**config.mk**
```make
export PLATFORM = sky130hd
export DESIGN_NAME = dac_symbol_mapper_flat
export DESIGN_NICKNAME = d
export VERILOG_FILES = /design/src/rtl/dac_map_pkg.sv /design/src/rtl/dac_symbol_mapper_if.sv /design/src/rtl/sync_fifo_iq.sv /design/src/rtl/dac_symbol_mapper.sv /design/src/flat_wrapper.sv
export SDC_FILE = /design/constraint.sdc
export NUM_CORES = 1
export LEC_CHECK = 0
export ABC_AREA = 1
export CAP_MARGIN = 40
export CORE_MARGIN = 2
export CORE_UTILIZATION = 52
export CTS_CLUSTER_SIZE = 28
export DETAILED_ROUTE_END_ITERATION = 6
export HOLD_SLACK_MARGIN = 0.08
export PLACE_DENSITY = 0.76
export SLEW_MARGIN = 20
export SYNTH_ARGS = -nofsm -noshare
export SYNTH_HDL_FRONTEND = slang
export SYNTH_SLANG_ARGS = --single-unit
```
**constraint.sdc**
```tcl
create_clock -name clk -period 2.5 [get_ports clk]
set_input_delay 0.375 -clock clk [delete_from_list [all_inputs] [get_ports clk]]
set_output_delay 0.375 -clock clk [all_outputs]
set_load 0.02 [all_outputs]
```
**src/rtl/dac_map_pkg.sv**
```systemverilog
// Shared encodings for the DAC symbol mapper: modulation modes, Gray level table, underrun idle limit.
package dac_map_pkg;

   typedef enum logic [1:0] {
      MODE_BPSK  = 2'd0,
      MODE_QPSK  = 2'd1,
      MODE_16QAM = 2'd2,
      MODE_RSVD  = 2'd3
   } mode_e;

   localparam int UNDERRUN_IDLE_SLOTS = 16;

   // Level multiplier for one rail; bpr = 1 uses bits[0] only, bpr = 2 is Gray coded.
   function automatic logic signed [2:0] map_level(input logic [1:0] bits, input logic [1:0] bpr);
      logic signed [2:0] lvl;
      if (bpr == 2'd1) begin
         lvl = bits[0] ? -3'sd1 : 3'sd1;
      end else begin
         case (bits)
            2'b00:   lvl = 3'sd3;
            2'b01:   lvl = 3'sd1;
            2'b11:   lvl = -3'sd1;
            default: lvl = -3'sd3;
         endcase
      end
      return lvl;
   endfunction

endpackage

```
**src/rtl/dac_symbol_mapper_if.sv**
```systemverilog
// Code-word input stream and I/Q DAC sample output of the symbol mapper.
interface dac_symbol_mapper_if #(
   parameter int DAC_W = 14
);
   logic [15:0]             in_i;
   logic [15:0]             in_q;
   logic                    in_valid;
   logic                    in_ready;
   logic signed [DAC_W-1:0] dac_i;
   logic signed [DAC_W-1:0] dac_q;
   logic                    dac_valid;

   modport slave (
      input  in_i, in_q, in_valid,
      output in_ready, dac_i, dac_q, dac_valid
   );

   modport master (
      output in_i, in_q, in_valid,
      input  in_ready, dac_i, dac_q, dac_valid
   );
endinterface

```
**src/rtl/sync_fifo_iq.sv**
```systemverilog
// Synchronous FIFO for I/Q code-word pairs; simultaneous push and pop both take effect.
// Full flag is registered from the next-state count, so pushes while full are dropped, never overwritten.
module sync_fifo_iq #(
   parameter int WIDTH = 32,
   parameter int DEPTH = 4
) (
   input  logic             clk,
   input  logic             reset,
   input  logic             i_push,
   input  logic [WIDTH-1:0] i_push_dat,
   input  logic             i_pop,
   output logic [WIDTH-1:0] o_pop_dat,
   output logic             o_full,
   output logic             o_empty
);
   localparam int AW = (DEPTH > 1) ? $clog2(DEPTH) : 1;
   localparam logic [AW:0] FULL_CNT = (AW+1)'(DEPTH);

   logic [WIDTH-1:0] r_mem [DEPTH];
   logic [AW-1:0]    r_wr_ptr;
   logic [AW-1:0]    r_rd_ptr;
   logic [AW:0]      r_cnt;
   logic [AW:0]      w_cnt_nxt;
   logic             r_full;
   logic             w_push;
   logic             w_pop;

   assign o_empty   = (r_cnt == '0);
   assign o_full    = r_full;
   assign o_pop_dat = r_mem[r_rd_ptr];
   assign w_push    = i_push && !r_full;
   assign w_pop     = i_pop && !o_empty;

   always_comb begin
      w_cnt_nxt = r_cnt;
      if (w_push && !w_pop) begin
         w_cnt_nxt = r_cnt + 1'b1;
      end else if (!w_push && w_pop) begin
         w_cnt_nxt = r_cnt - 1'b1;
      end
   end

   always_ff @(posedge clk) begin
      if (!reset) begin
         r_wr_ptr <= '0;
         r_rd_ptr <= '0;
         r_cnt    <= '0;
         r_full   <= 1'b0;
      end else begin
         r_cnt  <= w_cnt_nxt;
         r_full <= (w_cnt_nxt == FULL_CNT);
         if (w_push) r_wr_ptr <= r_wr_ptr + 1'b1;
         if (w_pop)  r_rd_ptr <= r_rd_ptr + 1'b1;
      end
   end

   always_ff @(posedge clk) begin
      if (w_push) r_mem[r_wr_ptr] <= i_push_dat;
   end

endmodule

```
**src/rtl/dac_symbol_mapper.sv**
```systemverilog
// Serialises buffered I/Q code words MSB-first into BPSK/QPSK/16QAM symbols, each held SPS clocks on the DAC.
// First sample two edges after an accept into an idle block; in_ready falls only when the word FIFO is full.
module dac_symbol_mapper
   import dac_map_pkg::*;
#(
   parameter int DAC_W      = 14,
   parameter int AMP        = 2047,
   parameter int SPS        = 4,
   parameter int FIFO_DEPTH = 4
) (
   input  logic               clk,
   input  logic               reset,
   input  logic               enable,
   input  logic [1:0]         mode,
   dac_symbol_mapper_if.slave bus,
   output logic [15:0]        underrun_cnt,
   output logic               busy
);
   localparam int HOLD_W = (SPS > 1) ? $clog2(SPS) : 1;
   localparam logic [HOLD_W-1:0]       HOLD_LAST = HOLD_W'(SPS - 1);
   localparam logic signed [DAC_W-1:0] A1 = DAC_W'(AMP);
   localparam logic signed [DAC_W-1:0] A3 = DAC_W'(3 * AMP);

   logic [31:0]             w_pop_dat;
   logic                    w_fifo_full;
   logic                    w_fifo_empty;
   logic [15:0]             r_shift_i;
   logic [15:0]             r_shift_q;
   logic [4:0]              r_sym_left;
   logic                    r_qam;
   logic                    r_bpsk;
   logic [HOLD_W-1:0]       r_hold;
   logic                    r_active;
   logic [4:0]              r_idle_slots;
   logic [15:0]             r_underrun_cnt;
   logic signed [DAC_W-1:0] r_dac_i;
   logic signed [DAC_W-1:0] r_dac_q;
   logic                    r_dac_valid;
   logic signed [DAC_W-1:0] w_smp_i;
   logic signed [DAC_W-1:0] w_smp_q;
   logic                    w_shift_vld;
   logic                    w_last_hold;
   logic                    w_load;
   logic                    w_slot_underrun;
   logic [1:0]              w_bpr;
   logic [1:0]              w_bits_i;
   logic [1:0]              w_bits_q;

   function automatic logic signed [DAC_W-1:0] lvl_to_smp(input logic signed [2:0] lvl);
      logic signed [DAC_W-1:0] smp;
      case (lvl)
         3'sd3:   smp = A3;
         3'sd1:   smp = A1;
         -3'sd1:  smp = -A1;
         -3'sd3:  smp = -A3;
         default: smp = '0;
      endcase
      return smp;
   endfunction

   sync_fifo_iq #(
      .WIDTH (32),
      .DEPTH (FIFO_DEPTH)
   ) u_fifo (
      .clk        (clk),
      .reset      (reset),
      .i_push     (bus.in_valid),
      .i_push_dat ({bus.in_i, bus.in_q}),
      .i_pop      (w_load),
      .o_pop_dat  (w_pop_dat),
      .o_full     (w_fifo_full),
      .o_empty    (w_fifo_empty)
   );

   assign w_shift_vld     = (r_sym_left != 5'd0);
   assign w_last_hold     = (r_hold == HOLD_LAST);
   // Reload on the final hold cycle of the last symbol keeps back-to-back words gap-free.
   assign w_load          = enable && !w_fifo_empty &&
                            (!w_shift_vld || (r_sym_left == 5'd1 && w_last_hold));
   assign w_slot_underrun = enable && r_active && !w_shift_vld && w_fifo_empty && (r_hold == '0);

   assign w_bpr    = r_qam ? 2'd2 : 2'd1;
   assign w_bits_i = r_qam ? r_shift_i[15:14] : {1'b0, r_shift_i[15]};
   assign w_bits_q = r_qam ? r_shift_q[15:14] : {1'b0, r_shift_q[15]};
   assign w_smp_i  = lvl_to_smp(map_level(w_bits_i, w_bpr));
   assign w_smp_q  = lvl_to_smp(map_level(w_bits_q, w_bpr));

   assign bus.in_ready  = !w_fifo_full;
   assign bus.dac_i     = r_dac_i;
   assign bus.dac_q     = r_dac_q;
   assign bus.dac_valid = r_dac_valid;
   assign underrun_cnt  = r_underrun_cnt;
   assign busy          = !w_fifo_empty || w_shift_vld;

   always_ff @(posedge clk) begin
      if (!reset) begin
         r_shift_i      <= '0;
         r_shift_q      <= '0;
         r_sym_left     <= '0;
         r_qam          <= 1'b0;
         r_bpsk         <= 1'b0;
         r_hold         <= '0;
         r_active       <= 1'b0;
         r_idle_slots   <= '0;
         r_underrun_cnt <= '0;
         r_dac_i        <= '0;
         r_dac_q        <= '0;
         r_dac_valid    <= 1'b0;
      end else begin
         if (enable && w_shift_vld) begin
            r_dac_i     <= w_smp_i;
            r_dac_q     <= r_bpsk ? '0 : w_smp_q;
            r_dac_valid <= 1'b1;
         end else begin
            r_dac_i     <= '0;
            r_dac_q     <= '0;
            r_dac_valid <= 1'b0;
         end

         if (w_load) begin
            r_shift_i    <= w_pop_dat[31:16];
            r_shift_q    <= w_pop_dat[15:0];
            r_qam        <= (mode == MODE_16QAM);
            r_bpsk       <= (mode == MODE_BPSK);
            r_sym_left   <= (mode == MODE_16QAM) ? 5'd8 : 5'd16;
            r_hold       <= '0;
            r_active     <= 1'b1;
            r_idle_slots <= '0;
         end else if (!enable) begin
            // Paused: bit position is kept, the symbol restarts its full hold on resume.
            r_hold <= '0;
         end else if (w_shift_vld) begin
            if (w_last_hold) begin
               r_shift_i  <= r_qam ? {r_shift_i[13:0], 2'b00} : {r_shift_i[14:0], 1'b0};
               r_shift_q  <= r_qam ? {r_shift_q[13:0], 2'b00} : {r_shift_q[14:0], 1'b0};
               r_sym_left <= r_sym_left - 5'd1;
               r_hold     <= '0;
            end else begin
               r_hold <= r_hold + 1'b1;
            end
         end else if (r_active) begin
            r_hold <= w_last_hold ? '0 : r_hold + 1'b1;
            if (w_slot_underrun) begin
               if (r_underrun_cnt != 16'hFFFF) r_underrun_cnt <= r_underrun_cnt + 16'd1;
               if (r_idle_slots == 5'(UNDERRUN_IDLE_SLOTS - 1)) begin
                  r_active     <= 1'b0;
                  r_idle_slots <= '0;
                  r_hold       <= '0;
               end else begin
                  r_idle_slots <= r_idle_slots + 5'd1;
               end
            end
         end
      end
   end

endmodule
```
**src/flat_wrapper.sv**
```systemverilog
// flat-port wrapper written by rule: the top's interface ports become plain ports
module dac_symbol_mapper_flat import dac_map_pkg::*;
#(
   parameter int DAC_W      = 14,
   parameter int AMP        = 2047,
   parameter int SPS        = 4,
   parameter int FIFO_DEPTH = 4
)
  (clk, reset, enable, mode, underrun_cnt, busy, bus_in_i, bus_in_q, bus_in_valid, bus_in_ready, bus_dac_i, bus_dac_q, bus_dac_valid);
  dac_symbol_mapper_if #(.DAC_W(DAC_W)) bus_i ();
  input  logic clk;
  input  logic reset;
  input  logic enable;
  input  logic [1:0] mode;
  output logic [15:0] underrun_cnt;
  output logic busy;
  input wire logic [$bits(bus_i.in_i)-1:0] bus_in_i;
  input wire logic [$bits(bus_i.in_q)-1:0] bus_in_q;
  input wire logic [$bits(bus_i.in_valid)-1:0] bus_in_valid;
  output wire logic [$bits(bus_i.in_ready)-1:0] bus_in_ready;
  output wire logic [$bits(bus_i.dac_i)-1:0] bus_dac_i;
  output wire logic [$bits(bus_i.dac_q)-1:0] bus_dac_q;
  output wire logic [$bits(bus_i.dac_valid)-1:0] bus_dac_valid;
  assign bus_i.in_i = bus_in_i;
  assign bus_i.in_q = bus_in_q;
  assign bus_i.in_valid = bus_in_valid;
  assign bus_in_ready = bus_i.in_ready;
  assign bus_dac_i = bus_i.dac_i;
  assign bus_dac_q = bus_i.dac_q;
  assign bus_dac_valid = bus_i.dac_valid;
  dac_symbol_mapper #(.DAC_W(DAC_W), .AMP(AMP), .SPS(SPS), .FIFO_DEPTH(FIFO_DEPTH)) u_core (.clk(clk), .reset(reset), .enable(enable), .mode(mode), .bus(bus_i), .underrun_cnt(underrun_cnt), .busy(busy));
endmodule
```
==> impl_summary.log, run 1 <==
INFO  metric run_status = completed
INFO  metric grt_setup_unrepaired = false
INFO  metric detailedRoute.firstPassIterationCount = 5
INFO  metric pwr-share-comb = 29.9%
INFO  metric drive_above_1_share = 7.51%
INFO  metric post-cts-setup-buffers = 0
INFO  metric grt_start_max_net_pins = 65
INFO  metric fp.coreArea = 17,800 um2
INFO  metric finalMaxSlewViolations = 0
INFO  metric final_hold_viol_count = 0
INFO  metric finalWirelength = 20,200 um
INFO  metric clkSlewWorstSetupHoldPaths = 0.06 ns
INFO  metric syn-instance-count = 1,027
INFO  metric routedWlPerCell = 15.1 um
INFO  metric std_cell_rows = 49
INFO  metric worstPathArrival = 1.76 ns
INFO  metric tritoncts_num_sinks = 212
INFO  metric grt_antenna_before_repair = 0
INFO  metric holdCritStartpoint = u_core.r_idle_slots[4]
INFO  metric multi_input_area = 3150 um2
INFO  metric gp_congestion = 0.836
INFO  metric place.port_buffers = 84
INFO  metric syn_nets = 1,079
INFO  metric seq_power_share = 40.1%
INFO  metric cap_violations = 0
INFO  metric worst_ep_required_time = 2.12 ns
INFO  metric first_iter_violations = 562
INFO  metric setup.worst_path.class = flip-flop to output pin
INFO  metric power.static_leakage = 4.22 nW
INFO  metric layoutNonFillerInstCount = 1,334
INFO  metric synth.lib_cells_used.distinct = 33
INFO  metric place_inst = 1,292
INFO  metric critPathLaunchType = flip-flop
INFO  metric initial_core_util = 52.5%
INFO  metric inserted_clock_buffers = 23
INFO  metric worstReg2RegStart = u_core.u_fifo.r_cnt[0]
INFO  metric slew-limit-headroom = 46.1%
INFO  metric post-synth-top-count-cell = sky130_fd_sc_hd__nand2_1
INFO  metric cp-end-kind = output pin
INFO  metric fmaxAchievable = 468 MHz
INFO  metric mappedNetlistArea = 9370 um2
INFO  metric whs_path_depth = 2
INFO  metric synthesis.area_per_instance = 9.12 um2
INFO  metric final_core_utilization = 62.1%
INFO  metric die_area = 19,100 um2
INFO  metric p_per_area = 990 nW/um2
INFO  metric clk_root_buffer_cell = sky130_fd_sc_hd__clkbuf_16
INFO  metric dominant_synthesized_flop_cell = sky130_fd_sc_hd__edfxtp_1
INFO  metric synth-seq-cells = 212
INFO  metric fillerInstances = 1,450
INFO  metric layout_min_cycle_time = 2.14 ns
INFO  metric n_antenna_cell = 0
INFO  metric place_hpwl = 12,200 um
INFO  metric first_global_vias = 6,753
INFO  metric dr_total_vias = 7,122
INFO  metric cts.hold.buffers_added = 0
INFO  metric worst_clock_skew = 0.0143 ns
INFO  metric globalRoute.totalOverflow = 0
INFO  metric synth_largest_area_cell = sky130_fd_sc_hd__edfxtp_1
INFO  metric worstRegToRegCells = 11
INFO  metric finalNetCount = 1,140
INFO  metric grt_pass1_wl = 33,400 um
INFO  metric width_of_the_die = 138 um
INFO  metric drc_violations = 0
INFO  metric synth_async_sr_flop_share = 0%
INFO  metric setup_viol_count_final = 0
INFO  metric synth.yosys.warnings = 0
INFO  metric p_int = 7.29 mW
INFO  metric cts_resized = 0
INFO  metric holdPathEnd = u_core.r_idle_slots[4]
INFO  metric grtUsageTotal = 21.0%
INFO  metric worst-slew-pin-transition = 0.808 ns
INFO  metric viasPerCell = 5.34
INFO  metric synthToLayoutAreaGrowth = 18.4%
INFO  metric power.share.switching = 33.6%
INFO  metric peakVddDrop = 0.000685 V
INFO  metric synth.top_cells.by_count = sky130_fd_sc_hd__nand2_1, sky130_fd_sc_hd__nor2_1, sky130_fd_sc_hd__edfxtp_1, sky130_fd_sc_hd__o21ai_0, sky130_fd_sc_hd__dfxtp_1
INFO  metric die_h = 138 um
INFO  metric path_max_fanout = 5
INFO  metric hold_class = flip-flop to flip-flop
INFO  metric synth_area_leaders = sky130_fd_sc_hd__edfxtp_1, sky130_fd_sc_hd__dfxtp_1, sky130_fd_sc_hd__nand2_1
INFO  metric post-synth-top-area-fraction = 41.0%
INFO  metric num_io_pins = 85
INFO  metric synth_seq_area_share = 59.0%
INFO  metric regArea = 5530 um2
INFO  metric number_of_flops_mapped_to_enable_cells_by_yosys = 128
INFO  metric p_switching = 3.69 mW
INFO  metric cts_tree = yes
INFO  metric worst_case_clock_buffer_depth = 3
INFO  metric reg2reg_slack = 0.58 ns
INFO  metric postRouteAntennaNets = 0
INFO  metric min_period_over_period = 85.5%
INFO  metric power_frac_clock = 30.0%
INFO  metric clock_latency_at_the_later_pin_of_the_worst_skew_pair = 0.51 ns
INFO  metric htree_num_levels = 1
-- cell usage in the layout, fill, tap and decap left out, drive strengths merged, types with 7 or more instances in the layout --
cell type,synthesis,layout
a21oi,30,30
buf,39,18
clkbuf,27,38
clkdlybuf4s50,0,83
dfxtp,84,84
edfxtp,128,128
ha,14,14
inv,78,79
nand2,218,218
nand3,32,32
nand4,11,11
nor2,181,181
o21ai,137,137
o22ai,31,31
xor2,7,7
-- worst max-delay path, cell delays in order (launching register included) --
cell and delay (ns):
sky130_fd_sc_hd__dfxtp_1 0.32, sky130_fd_sc_hd__inv_1 0.14, sky130_fd_sc_hd__ha_1 0.25, sky130_fd_sc_hd__nand3_2 0.15, sky130_fd_sc_hd__nor2_1 0.17, sky130_fd_sc_hd__inv_1 0.05
sky130_fd_sc_hd__dlymetal6s2s_1 0.20
-- through the flow --
stage	worst slack [ns]	cell area [um2]	hold WS (ns)	setup TNS, ns	total power [mW]
after global placement	0.458	10300	0.446	0	7.65
final	0.362	11100	0.460	0	11.0
after CTS	0.0125	11100	0.454	0	11.1
after global routing	0.242	11100	0.476	0	11.7
after detailed placement	0.436	10300	0.445	0	7.74
after floorplan	-0.00909	9370	0.405	-1.16	6.87
-- cell type report --
type / instances / share of cell area [%]
clock buffers: 38 / 6.29
clock inverters: 4 / 0.440
inverters: 79 / 2.70
multi-input cells: 670 / 28.4
flip-flops and latches: 212 / 49.9
well taps: 229 / 2.58
repair buffers: 102 / 9.73
-- how the worst max path moves through the flow --
stage | startpoint | end | slack, ns | cells after the start
2_1_floorplan | u_core.u_fifo.o_full | u_core.u_fifo.r_mem[0][0] | -0.009 | 4
3_3_place_gp | enable | u_core.r_sym_left[1] | 0.46 | 10
3_5_place_dp | enable | u_core.r_qam | 0.44 | 9
4_1_cts | u_core.r_sym_left[1] | busy | 0.01 | 6
5_1_grt | u_core.r_sym_left[0] | busy | 0.24 | 6
6_report | u_core.r_sym_left[1] | busy | 0.36 | 6
-- power groups by stage --
stage	clock network, mW	registers [mW]	logic [mW]
after floorplan	0	4.43	2.44
after global placement	0	4.45	3.20
after detailed placement	0	4.46	3.28
after CTS	3.36	4.40	3.30
after global routing	3.51	4.45	3.71
final	3.29	4.40	3.29
-- per-layer routing --
metal	share of wire (%)	track usage (%)
met1	43	27.5
met2	49	36.2
met3	5.7	3.78
met4	2.2	5.85
met5	0	0
-- state kept, by name, indices dropped and copies added (netlist names), 2 cells and up, named ones only --
signal,cells
u_core.r_sym_left,5
u_core.u_fifo.r_wr_ptr,2
u_core.r_hold,2
u_core.r_shift_i,16
u_core.bus.dac_i,5
u_core.r_idle_slots,5
u_core.underrun_cnt,16
u_core.u_fifo.r_rd_ptr,2
u_core.bus.dac_q,5
u_core.r_shift_q,16
u_core.u_fifo.r_mem,128
u_core.u_fifo.r_cnt,3
-- kinds of logic (layout without fill, tap and decap cells) --
kind of cell | count (synthesis) | count (layout) | synth area share, %
XOR/XNOR | 8 | 8 | 0.748
buffers and inverters | 145 | 223 | 7.49
AND/OR/NAND/NOR | 446 | 446 | 19.4
AO/OA/AOI/OAI | 202 | 202 | 11.4
flip-flops | 212 | 212 | 59.0
adder cells (fa/ha/maj) | 14 | 14 | 1.87
Power figures use the tool's default switching activity.
==> inputs of run 2 (changes only) <==
PLACE_DENSITY = unset   (was 0.76)
PLACE_DENSITY_LB_ADDON = 0.12   (was unset)
==> run 2 against run 1 <==
  * Final cell count grew 0.15%
  * Sequential power decreased by 0.9%
  * Sequential share of layout area is 0.12 points higher
  * Combinational power is essentially flat
  * Flip-flop and latch count unchanged
  * Maximum frequency increased by 3.5%
  * Critical path depth unchanged
  * Critical path type unchanged
  * Largest cell class unchanged
==> impl_summary.log, run 2 (same netlist as run 1, synthesis figures left out) <==
INFO  metric grt_start_max_net_pins = 51 (-22%)
INFO  metric finalWirelength = 19,000 um (-5.6%)
INFO  metric setup.worst_path.class = flip-flop to output pin
INFO  metric path_max_fanout = 5 (unchanged)
INFO  metric grt_setup_unrepaired = false
INFO  metric top_register = u_core.u_fifo.r_mem
INFO  metric grt_antenna_before_repair = 0 (unchanged)
INFO  metric worstRegToRegCells = 10 (-1)
INFO  metric worstPathArrival = 1.69 ns (-0.07 ns)
INFO  metric gp_congestion = 0.823 (-1.5%)
INFO  metric cts.hold.buffers_added = 0 (unchanged)
INFO  metric n_antenna_cell = 0 (unchanged)
INFO  metric grt_pass1_wl = 31,500 um (-5.6%)
INFO  metric fp.coreArea = 17,800 um2 (unchanged)
INFO  metric grtUsageTotal = 19.7% (-1.3 points)
INFO  metric power.static_leakage = 4.20 nW (-0.45%)
INFO  metric whs_path_depth = 2 (unchanged)
INFO  metric power.share.switching = 33.8% (+0.25 points)
INFO  metric place_hpwl = 12,100 um (-1.1%)
INFO  metric die_area = 19,100 um2 (unchanged)
INFO  metric first_iter_violations = 433 (-23%)
INFO  metric most_used_cell_along_the_critical_path = sky130_fd_sc_hd__inv_1
INFO  metric worst_ep_required_time = 2.12 ns (about the same)
INFO  metric fmaxAchievable = 484 MHz (+3.5%)
INFO  metric run_status = completed
INFO  metric num_io_pins = 85 (unchanged)
INFO  metric routedWlPerCell = 14.3 um (-5.8%)
INFO  metric slew-limit-headroom = 47.5% (+1.4 points)
INFO  metric detailedRoute.firstPassIterationCount = 5 (unchanged)
INFO  metric initial_core_util = 52.5% (unchanged)
INFO  metric die_h = 138 um (unchanged)
INFO  metric hold_class = flip-flop to flip-flop
INFO  metric finalMaxSlewViolations = 0 (unchanged)
INFO  metric path_cells = inv_1 > ha_1 > nand3_2 > nor2_1 > inv_1 > dlymetal6s2s_1
INFO  metric drive_above_1_share = 7.68% (+0.17 points)
INFO  metric drc_violations = 0 (unchanged)
INFO  metric setup_viol_count_final = 0 (unchanged)
INFO  metric dr_total_vias = 6,981 (-2.0%)
INFO  metric std_cell_rows = 49 (unchanged)
INFO  metric finalNetCount = 1,142 (+0.18%)
INFO  metric width_of_the_die = 138 um (unchanged)
INFO  metric critPathLaunchType = flip-flop
INFO  metric htree_num_levels = 1 (unchanged)
INFO  metric critPathMaxStageDelay = 0.31 ns (about the same)
INFO  metric worst_case_clock_buffer_depth = 3 (unchanged)
INFO  metric viasPerCell = 5.23 (-2.1%)
INFO  metric layout.cells.most_common_list = sky130_fd_sc_hd__nand2_1, sky130_fd_sc_hd__nor2_1, sky130_fd_sc_hd__o21ai_0, sky130_fd_sc_hd__edfxtp_1
INFO  metric inserted_clock_buffers = 23 (unchanged)
INFO  metric power_frac_clock = 29.2% (-0.8 points)
INFO  metric path_buf_inv = 3 (unchanged)
INFO  metric peakVddDrop = 0.000594 V (-13%)
INFO  metric tritoncts_num_sinks = 212 (unchanged)
INFO  metric cp_max_delay_cell = sky130_fd_sc_hd__dfxtp_1
INFO  metric place.port_buffers = 84 (unchanged)
INFO  metric synthToLayoutAreaGrowth = 18.1%
INFO  metric clk_root_buffer_cell = sky130_fd_sc_hd__clkbuf_16
INFO  metric p_per_area = 976 nW/um2 (-1.5%)
INFO  metric first_global_vias = 6,494 (-3.8%)
INFO  metric final_hold_viol_count = 0 (unchanged)
INFO  metric timing.critical_path.depth = 6 (unchanged)
INFO  metric clock_latency_at_the_later_pin_of_the_worst_skew_pair = 0.51 ns (about the same)
INFO  metric seq_power_share = 40.4% (+0.3 points)
INFO  metric pwr-share-comb = 30.3% (+0.4 points)
INFO  metric globalRoute.totalOverflow = 0 (unchanged)
INFO  metric worst-slew-pin-transition = 0.787 ns (-0.0208 ns)
INFO  metric min_period_over_period = 82.6% (-2.9 points)
INFO  metric largest_register_ffs = 128 (unchanged)
INFO  metric p_switching = 3.65 mW (-0.96%)
INFO  metric worst_clock_skew = 0.0192 ns (+0.00487 ns)
INFO  metric cp_top_family = buffers and inverters
INFO  metric layout.cells.most_common = sky130_fd_sc_hd__nand2_1
INFO  metric cts_tree = yes
INFO  metric clkSlewWorstSetupHoldPaths = 0.06 ns (about the same)
INFO  metric cap_violations = 0 (unchanged)
INFO  metric total_power = 10.8 mW (-1.7%)
INFO  metric postRouteAntennaNets = 0 (unchanged)
INFO  metric cp-end-kind = output pin
INFO  metric finalSetupTns = 0 ns (unchanged)
INFO  metric layout_min_cycle_time = 2.07 ns (-0.0723 ns)
INFO  metric p_int = 7.14 mW (-2.1%)
[run 2: layer usage]
| metal | global-route usage (%) | vias to the layer above | wire length [um] |
|---|---|---|---|
| met5 | 0 | - | 0 |
| met4 | 5.53 | 0 | 358 |
| met3 | 3.33 | 26 | 884 |
| met2 | 34.3 | 162 | 9230 |
| met1 | 25.7 | 3259 | 8580 |
| li1 | - | 3534 | - |
[run 2: power by group through the flow]
stage          combinational (mW)  clock (mW)  sequential (mW)
6_report                     3.27        3.15             4.36
5_1_grt                      3.71        3.37             4.41
4_1_cts                      3.31        3.22             4.36
3_5_place_dp                 3.29           0             4.43
3_3_place_gp                 3.26           0             4.43
2_1_floorplan                2.44           0             4.43
[run 2: tightest hold or removal path, delay by kind of cell, from the launching register on]
kind          cells  cell delay [ns]
simple gates      1             0.05
flops             1             0.29
buf+inv           1             0.07
[run 2: cell type report]
cell class                 instances  area [um2]
clock buffer                      31         626
clock inverter                    11        82.6
fill                            1515        6780
inverter                          79         299
multi-input combinational        670        3170
sequential                       212        5530
tap                              229         287
timing repair buffer             104        1070
[run 2: path summary, 6_finish.rpt]
path,slack [ns],endpoint,startpoint
max,0.43,busy,u_core.r_sym_left[1]
min,0.46,u_core.r_idle_slots[4],u_core.r_idle_slots[4]
max reg2reg,0.55,u_core.r_sym_left[4],u_core.r_sym_left[0]
min reg2reg,0.46,u_core.r_idle_slots[4],u_core.r_idle_slots[4]
[run 2: per-stage QoR]
stage | std cells | utilization (%) | area (um2) | setup WS [ns] | hold WS (ns)
after floorplan | 1027 | - | 9370 | -0.00909 | 0.405
after global placement | 1294 | 58.0 | 10300 | 0.403 | 0.441
after detailed placement | 1294 | 58.0 | 10300 | 0.391 | 0.450
after CTS | 1336 | 62.0 | 11100 | 0.0657 | 0.459
after global routing | 1336 | 62.0 | 11100 | 0.250 | 0.494
final | 1336 | 62.0 | 11100 | 0.434 | 0.459
[run 2: repair_timing]
item,CTS,global route
setup buffers,0,0
hold endpoints to repair,0,0
gates resized for setup,0,1
setup endpoints to repair,0,1
==> inputs of run 3 (changes only) <==
CORE_UTILIZATION = 57   (was 52)
clock period = 2.1 ns   (was 2.5 ns; I/O delays follow)
==> run 3 against run 2 <==
  * First-iteration DRC count increased by 23%
  * Flip-flop and latch count stayed put
  * Highest routed layer unchanged
  * Global-route usage is 2.7 points higher
==> impl_summary.log, run 3 (same netlist as run 1, synthesis figures left out) <==
INFO  metric htree_num_levels = 1 (unchanged)
INFO  metric hold_class = primary input to flip-flop
INFO  metric grt_start_max_net_pins = 65 (+27%)
INFO  metric power.share.switching = 34.0% (+0.20 points)
INFO  metric die_h = 132 um (-4.4%)
INFO  metric top_register = u_core.u_fifo.r_mem
INFO  metric cts.hold.buffers_added = 0 (unchanged)
INFO  metric p_int = 8.59 mW (+20%)
INFO  metric worstReg2RegStart = u_core.u_fifo.r_cnt[0]
INFO  metric p_per_area = 1170 nW/um2 (+20%)
INFO  metric grt_pass1_wl = 32,400 um (+2.8%)
INFO  metric n_antenna_cell = 0 (unchanged)
INFO  metric finalNetCount = 1,145 (+0.26%)
INFO  metric worst_ep_required_time = 1.78 ns (-0.34 ns)
INFO  metric clkSlewWorstSetupHoldPaths = 0.06 ns (about the same)
INFO  metric path_buf_inv = 1 (-2)
INFO  metric clk_root_buffer_cell = sky130_fd_sc_hd__clkbuf_16
INFO  metric cp_max_delay_cell = sky130_fd_sc_hd__clkdlybuf4s50_1
INFO  metric clock_latency_at_the_later_pin_of_the_worst_skew_pair = 0.50 ns (about the same)
INFO  metric worst-slew-pin-transition = 0.494 ns (-0.293 ns)
INFO  metric power_frac_clock = 28.6% (-0.6 points)
INFO  metric die_area = 17,500 um2 (-8.5%)
INFO  metric final_core_utilization = 69.5% (+7.6 points)
INFO  metric cts_tree = yes
INFO  metric tritoncts_num_sinks = 212 (unchanged)
INFO  metric cp-end-kind = output pin
INFO  metric post-cts-setup-buffers = 0 (unchanged)
INFO  metric path_cells = clkdlybuf4s50_1
INFO  metric first_iter_violations = 531 (+23%)
INFO  metric synthToLayoutAreaGrowth = 18.8%
INFO  metric worst_case_clock_buffer_depth = 3 (unchanged)
INFO  metric postRouteAntennaNets = 0 (unchanged)
INFO  metric crit_path_start = u_core.bus.dac_i[10]
INFO  metric cp_top_family = buffers and inverters
INFO  metric grt_setup_unrepaired = false
INFO  metric inserted_clock_buffers = 22 (-4.3%)
INFO  metric worst_clock_skew = 0.00989 ns (-0.00927 ns)
INFO  metric layout_min_cycle_time = 1.97 ns
INFO  metric pwr-share-comb = 31.5% (+1.2 points)
INFO  metric layout.cells.most_common = sky130_fd_sc_hd__nand2_1
INFO  metric place_ws = 0.158 ns (-0.233 ns)
INFO  metric drive_above_1_share = 8.84% (+1.2 points)
INFO  metric run_status = completed
INFO  metric finalMaxSlewViolations = 0 (unchanged)
INFO  metric largest_register_ffs = 128 (unchanged)
INFO  metric min_period_over_period = 94.0%
INFO  metric detailedRoute.firstPassIterationCount = 5 (unchanged)
INFO  metric finalSetupTns = 0 ns (unchanged)
INFO  metric place_hpwl = 12,100 um (+0.31%)
INFO  metric finalWirelength = 19,700 um (+3.2%)
INFO  metric critPathLaunchType = flip-flop
INFO  metric worst_slack = 0.126 ns (-0.308 ns)
INFO  metric peakVddDrop = 0.000745 V (+25%)
INFO  metric drc_violations = 0 (unchanged)
INFO  metric seq_power_share = 40.0% (-0.4 points)
INFO  metric holdCritStartpoint = mode[0]
INFO  metric power.static_leakage = 4.25 nW (+0.98%)
INFO  metric setup.worst_path.class = flip-flop to output pin
INFO  metric final_hold_viol_count = 0 (unchanged)
INFO  metric num_io_pins = 85 (unchanged)
INFO  metric gp_congestion = 0.840 (+2.0%)
INFO  metric worstPathArrival = 1.66 ns (-0.03 ns)
INFO  metric critPathMaxStageDelay = 0.68 ns (+0.37 ns)
INFO  metric grtUsageTotal = 22.4% (+2.7 points)
INFO  metric path_max_fanout = 9 (+4)
INFO  metric fp.coreArea = 16,000 um2 (-10%)
INFO  metric globalRoute.totalOverflow = 0 (unchanged)
INFO  metric first_global_vias = 6,590 (+1.5%)
INFO  metric grt_antenna_before_repair = 0 (unchanged)
INFO  metric layout.cells.most_common_list = sky130_fd_sc_hd__nand2_1, sky130_fd_sc_hd__nor2_1, sky130_fd_sc_hd__o21ai_0, sky130_fd_sc_hd__edfxtp_1
INFO  metric setup_viol_count_final = 0 (unchanged)
INFO  metric slew-limit-headroom = 67.0% (+20 points)
INFO  metric initial_core_util = 58.5% (+6.0 points)
INFO  metric p_switching = 4.43 mW (+21%)
INFO  metric place.port_buffers = 84 (unchanged)
INFO  metric std_cell_rows = 46 (-6.1%)
INFO  metric width_of_the_die = 132 um (-4.4%)
INFO  metric dr_total_vias = 7,092 (+1.6%)
INFO  metric fmaxAchievable = 506 MHz
INFO  metric viasPerCell = 5.35 (+2.4%)
INFO  metric cap_violations = 0 (unchanged)
INFO  metric routedWlPerCell = 14.8 um (+4.1%)
## run 3: changes by cell type in the layout (fill, tap and decap cells not counted), moves of 2 or more
cell and delta:
sky130_fd_sc_hd__buf_12 +2, sky130_fd_sc_hd__clkbuf_1 -3, sky130_fd_sc_hd__clkinv_1 -2, sky130_fd_sc_hd__clkinv_2 +4, sky130_fd_sc_hd__inv_1 -2
## run 3: final cells by class
| cell class | count | area, um2 |
|---|---|---|
| flip-flops and latches | 212 | 5530 |
| fillers | 1255 | 4870 |
| multi-input cells | 670 | 3190 |
| repair buffers | 108 | 1130 |
| clock buffers | 28 | 614 |
| inverters | 79 | 304 |
| well taps | 216 | 270 |
| clock inverters | 12 | 87.6 |
## run 3: power by group through the flow
stage | clock network [mW] | logic [mW] | registers, mW
2_1_floorplan | 0 | 2.90 | 5.28
3_3_place_gp | 0 | 3.90 | 5.27
3_5_place_dp | 0 | 3.97 | 5.28
4_1_cts | 3.79 | 4.03 | 5.20
5_1_grt | 3.96 | 4.61 | 5.26
6_report | 3.72 | 4.10 | 5.20
## run 3: path summary, 6_finish.rpt
check / end / slack [ns] / cells past startpoint
min reg2reg: u_core.bus.dac_q[0] / 0.45 / 1
max: bus_dac_i[8] / 0.13 / 1
max reg2reg: u_core.r_sym_left[3] / 0.26 / 12
min: u_core.r_bpsk / 0.44 / 2
## run 3: metal layers
metal / wire (um) / GRT usage, % / share of wire [%] / up-vias
li1: - / - / - / 3541
met1: 8930 / 30.8 / 45 / 3294
met2: 9180 / 37.4 / 47 / 222
met3: 1110 / 3.69 / 5.7 / 35
met4: 447 / 6.03 / 2.3 / 0
met5: 0 / 0 / 0 / -
## run 3: metrics by stage
stage | power [mW] | instances | hold slack, ns | instance area [um2]
4_1_cts | 13.0 | 1324 | 0.426 | 11100
5_1_grt | 13.8 | 1325 | 0.441 | 11100
3_3_place_gp | 9.17 | 1284 | 0.440 | 10400
6_report | 13.0 | 1325 | 0.437 | 11100
3_5_place_dp | 9.26 | 1284 | 0.443 | 10400
2_1_floorplan | 8.18 | 1027 | 0.405 | 9370
## run 3: what timing repair did
action / in CTS / in global routing
setup endpoints to repair: 1 / 36
resized for setup: 7 / 6
pin swaps: 0 / 1
endpoints found under the hold margin: 0 / 0
gates cloned: 0 / 1
